<file path="src/rtl/plot_fifo.sv">
// plot_fifo: buffers pixel plot requests between the draw mux and the VGA adapter; optional clipping via PLOT_FIFO_CLIP_EN
module plot_fifo #(
  parameter int DEPTH = 8,
  parameter int X_MAX = 159,
  parameter int Y_MAX = 119
) (
  input  logic                     clk,
  input  logic                     reset,
  input  logic                     flush,
  input  logic [9:0]               x,
  input  logic [9:0]               y,
  input  logic [2:0]               colour,
  input  logic                     writeEn,
  input  logic                     out_ready,
  output logic [9:0]               plot_x,
  output logic [9:0]               plot_y,
  output logic [2:0]               plot_colour,
  output logic                     plot,
  output logic                     full,
  output logic                     empty,
  output logic [$clog2(DEPTH):0]   level,
  output logic [7:0]               overflow_cnt
);
  localparam int AW = $clog2(DEPTH);
  localparam int LW = AW + 1;
  logic [22:0]   mem [DEPTH];
  logic [AW-1:0] wr_ptr, rd_ptr;
  logic [LW-1:0] level_nxt;
  logic          accept, pop, push, drop;
`ifdef PLOT_FIFO_CLIP_EN
  assign accept = writeEn && (x <= 10'(X_MAX)) && (y <= 10'(Y_MAX));
`else
  logic unused_bounds;
  assign unused_bounds = ^{10'(X_MAX), 10'(Y_MAX)};
  assign accept = writeEn;
`endif
  // a push into a full buffer is only allowed when the same edge frees a slot
  always_comb begin
    pop       = out_ready && !empty;
    push      = accept && (!full || pop);
    drop      = accept && full && !pop;
    level_nxt = level + LW'(push) - LW'(pop);
  end
  // storage array; contents need no reset since level gates every read
  always_ff @(posedge clk) begin
    if (push && !flush) mem[wr_ptr] <= {x, y, colour};
  end
  // pointers, registered status flags, output register and drop counter
  always_ff @(posedge clk or posedge reset) begin
    if (reset) begin
      wr_ptr       <= '0;
      rd_ptr       <= '0;
      level        <= '0;
      full         <= 1'b0;
      empty        <= 1'b1;
      plot         <= 1'b0;
      plot_x       <= '0;
      plot_y       <= '0;
      plot_colour  <= '0;
      overflow_cnt <= '0;
    end else if (flush) begin
      wr_ptr <= '0;
      rd_ptr <= '0;
      level  <= '0;
      full   <= 1'b0;
      empty  <= 1'b1;
      plot   <= 1'b0;
    end else begin
      if (push) wr_ptr <= wr_ptr + AW'(1);
      if (pop) begin
        rd_ptr                           <= rd_ptr + AW'(1);
        {plot_x, plot_y, plot_colour}    <= mem[rd_ptr];
      end
      plot  <= pop;
      level <= level_nxt;
      full  <= level_nxt == LW'(DEPTH);
      empty <= level_nxt == '0;
      if (drop && overflow_cnt != 8'hff) overflow_cnt <= overflow_cnt + 8'd1;
    end
  end
endmodule

</file>
<file path="config.mk">
export PLATFORM = sky130hd
export DESIGN_NAME = plot_fifo
export DESIGN_NICKNAME = d
export VERILOG_FILES = /design/src/rtl/plot_fifo.sv
export SDC_FILE = /design/constraint.sdc
export NUM_CORES = 1
export LEC_CHECK = 0
export ABC_AREA = 1
export CORE_ASPECT_RATIO = 1.75
export CORE_UTILIZATION = 59
export DETAILED_ROUTE_END_ITERATION = 6
export PLACE_DENSITY_LB_ADDON = 0.15
export SYNTH_ARGS = -nofsm -noshare
export SYNTH_HDL_FRONTEND = slang
export SYNTH_SLANG_ARGS = --single-unit
</file>
<file path="constraint.sdc">
create_clock -name clk -period 3.1 [get_ports clk]
set_clock_uncertainty 0.15 [all_clocks]
set_input_delay 0.62 -clock clk [delete_from_list [all_inputs] [get_ports clk]]
set_output_delay 0.62 -clock clk [all_outputs]
set_load 0.05 [all_outputs]
</file>
==> reports/metrics.cfg <==
[outcome]
status=completed

[pwr]
internal_power_mw=5.68
powerDensity_nw_per_um2=747
swShare_pct=33.0
p_comb_share_pct=27.7
power.leakage_nw=4.98
power_switching_mw=2.79
power.total_mw=8.47
clkPwrFrac_pct=28.2
sequentialPowerShare_pct=44.1
ir_drop_mv=0.623

[timing]
min_period_ps=2580
final.setup.tns_ps=0
tightest_slew_ps=1010
final_max_slew_viol_count=0
finalCritPeriodShare_pct=83.2
rsz0062_at_grt=no
setup_violations=0
clock.fmax_mhz=388
hold_viol_final=0
maxSlewHeadroom_pct=32.6

[worst_hold_path]
hp-start=plot_y[1]
hold_class=reg -> reg

[yosys]
synth.most_common_cell=nand2_1
synth_cell_types=25
synth_common_cells=nand2_1, edfxtp_1, inv_1, nand3_1, dfrtp_1
postSynthCellCount=953
synth-edff-count=184
syn_area_sq_um=9740
async_flop_share_pct=19.3
synth_flop_cell=edfxtp_1
yosysWarnings=0
synth-seq-cells=228
synth.largest_area_cell=edfxtp_1
synth_area_leaders=edfxtp_1, nand2_1, dfrtp_1
syn_avg_cell_area_sq_um=10.2
yosysSeqAreaShare_pct=68.1
synth_fp_nets=989
yosysTopAreaCellShare_pct=56.7

[global_routing]
grt_pass1_wl_mm=31.5
grt_pass1_vias=6440
antenna_found_initial=0
gr-total-overflow=0
grt_max_degree=94
grt.total_usage_pct=24.5

[run]
maxCapViolations=0

[worst_setup_path]
critPathMaxStageDelay_ps=800
critPathCaptureType=output pin
cp_top_family=buffers and inverters
path_cells=clkdlybuf4s50_1
worstPathMaxFanout=2
r2r_start=empty
cp.buffers_inverters=1
required_ps=2330
critical_path_class=reg -> out
crit_start=empty
crit_slowest_cell=clkdlybuf4s50_1
arrival_ps=1810
start_kind=flip-flop

[route]
wirelength_mm=20.0
first_pass_iters=5
via_per_inst=5.28
dr.first_iter.drc_count=371
routed_wire_length_per_instance_um=16.3
ant_nets=0
vias=6494
drcViolationCount=0

[cts]
cts.sinks=228
cts_setup_buffers=0
cts_hold_buf=0
h-tree-depth=1
numCtsBuffers=21
clk_latency_ps=490
root_buffer=clkbuf_16
cts.repair.resized=0
tritoncts=built
clk_pin_slew_ps=60
cts_buffer_depth=3

[placed_design]
io_buffer_count=65
hpwlAfterDp_mm=12.1
globalplace.congestion=0.742

[cells_and_area]
final_layout_size_suffix_gt1_share_pct=6.92
nets=1062
antenna_cells=0
area_delta_synth_final_pct=16.4

[floorplanning]
io_pins=66
die_w_um=99.1
num_rows=61
die_h_um=172
die_area_sq_um=17000
core-area_sq_um=16000
start_util_pct=60.7

[metrics by stage]
stage          hold slack (ps)  utilization, %  setup WS (ps)  instances  cell area [sq um]
2_1_floorplan              401               -            462        953               9740
3_3_place_gp               313            66.8            194       1192              10700
3_5_place_dp               314            66.8            135       1192              10700
4_1_cts                    331            70.7            503       1229              11300
5_1_grt                    360            70.7            500       1229              11300
6_report                   324            70.7            522       1229              11300
[layer usage]
metal / global-route usage (%) / vias up / wire (um)
met2: 46.0 / 208 / 10900
met4: 9.53 / 0 / 512
li1: - / 3186 / -
met5: 0 / - / 0
met1: 28.2 / 3059 / 7510
met3: 3.11 / 41 / 1080
[path summary, 6_finish.rpt]
check                                  endpoint  depth (start not counted)  slack [ps]
worst max-delay path                      empty                          1         520
worst min-delay path                  plot_y[1]                          2         320
worst max register to register            empty                         10         730
worst min register to register        plot_y[1]                          2         320
max in group asynchronous                 empty                          3        1860
min in group asynchronous       overflow_cnt[7]                          2         330
[registers in the layout (all words and copies together) (netlist names)]
| signal | cells |
|---|---|
| empty | 1 |
| full | 1 |
| level | 4 |
| mem | 184 |
| overflow_cnt | 8 |
| plot | 1 |
| plot_colour | 3 |
| plot_x | 10 |
| plot_y | 10 |
| rd_ptr | 3 |
| wr_ptr | 3 |
[cells in the final DEF (no fill, tap or decap), types with 10 or more instances in the layout]
cell / count
nand3_1: 144
nand2_1: 326
clkdlybuf4s50_1: 65
o21ai_0: 10
nor2_2: 10
dfrtp_1: 42
edfxtp_1: 184
inv_1: 161
buf_4: 17
clkbuf_16: 21
[power by group through the flow]
stage          Combinational (mW)  Sequential [mW]  Clock (mW)
6_report                     2.34             3.74        2.39
5_1_grt                      2.56             3.77        2.53
4_1_cts                      2.37             3.74        2.42
3_5_place_dp                 2.36             3.80           0
3_3_place_gp                 2.32             3.79           0
2_1_floorplan               0.961             4.44           0
[logic make-up (layout without fill, tap and decap cells)]
family | after synthesis | count (layout) | synth area share [%]
simple gates | 495 | 495 | 21.3
flops | 228 | 228 | 68.1
xor+xnor | 5 | 5 | 0.450
compound gates | 12 | 12 | 0.617
buf+inv | 205 | 292 | 8.43
fa+ha+maj | 8 | 8 | 1.11
[area by class of cell]
type	count	area, sq um
inverter	167	627
timing repair buffer	88	898
fill	1143	4690
clock inverter	5	28.8
sequential	228	6630
multi-input combinational	520	2310
clock buffer	32	607
tap	189	236
(Power assumes the default switching activity.)
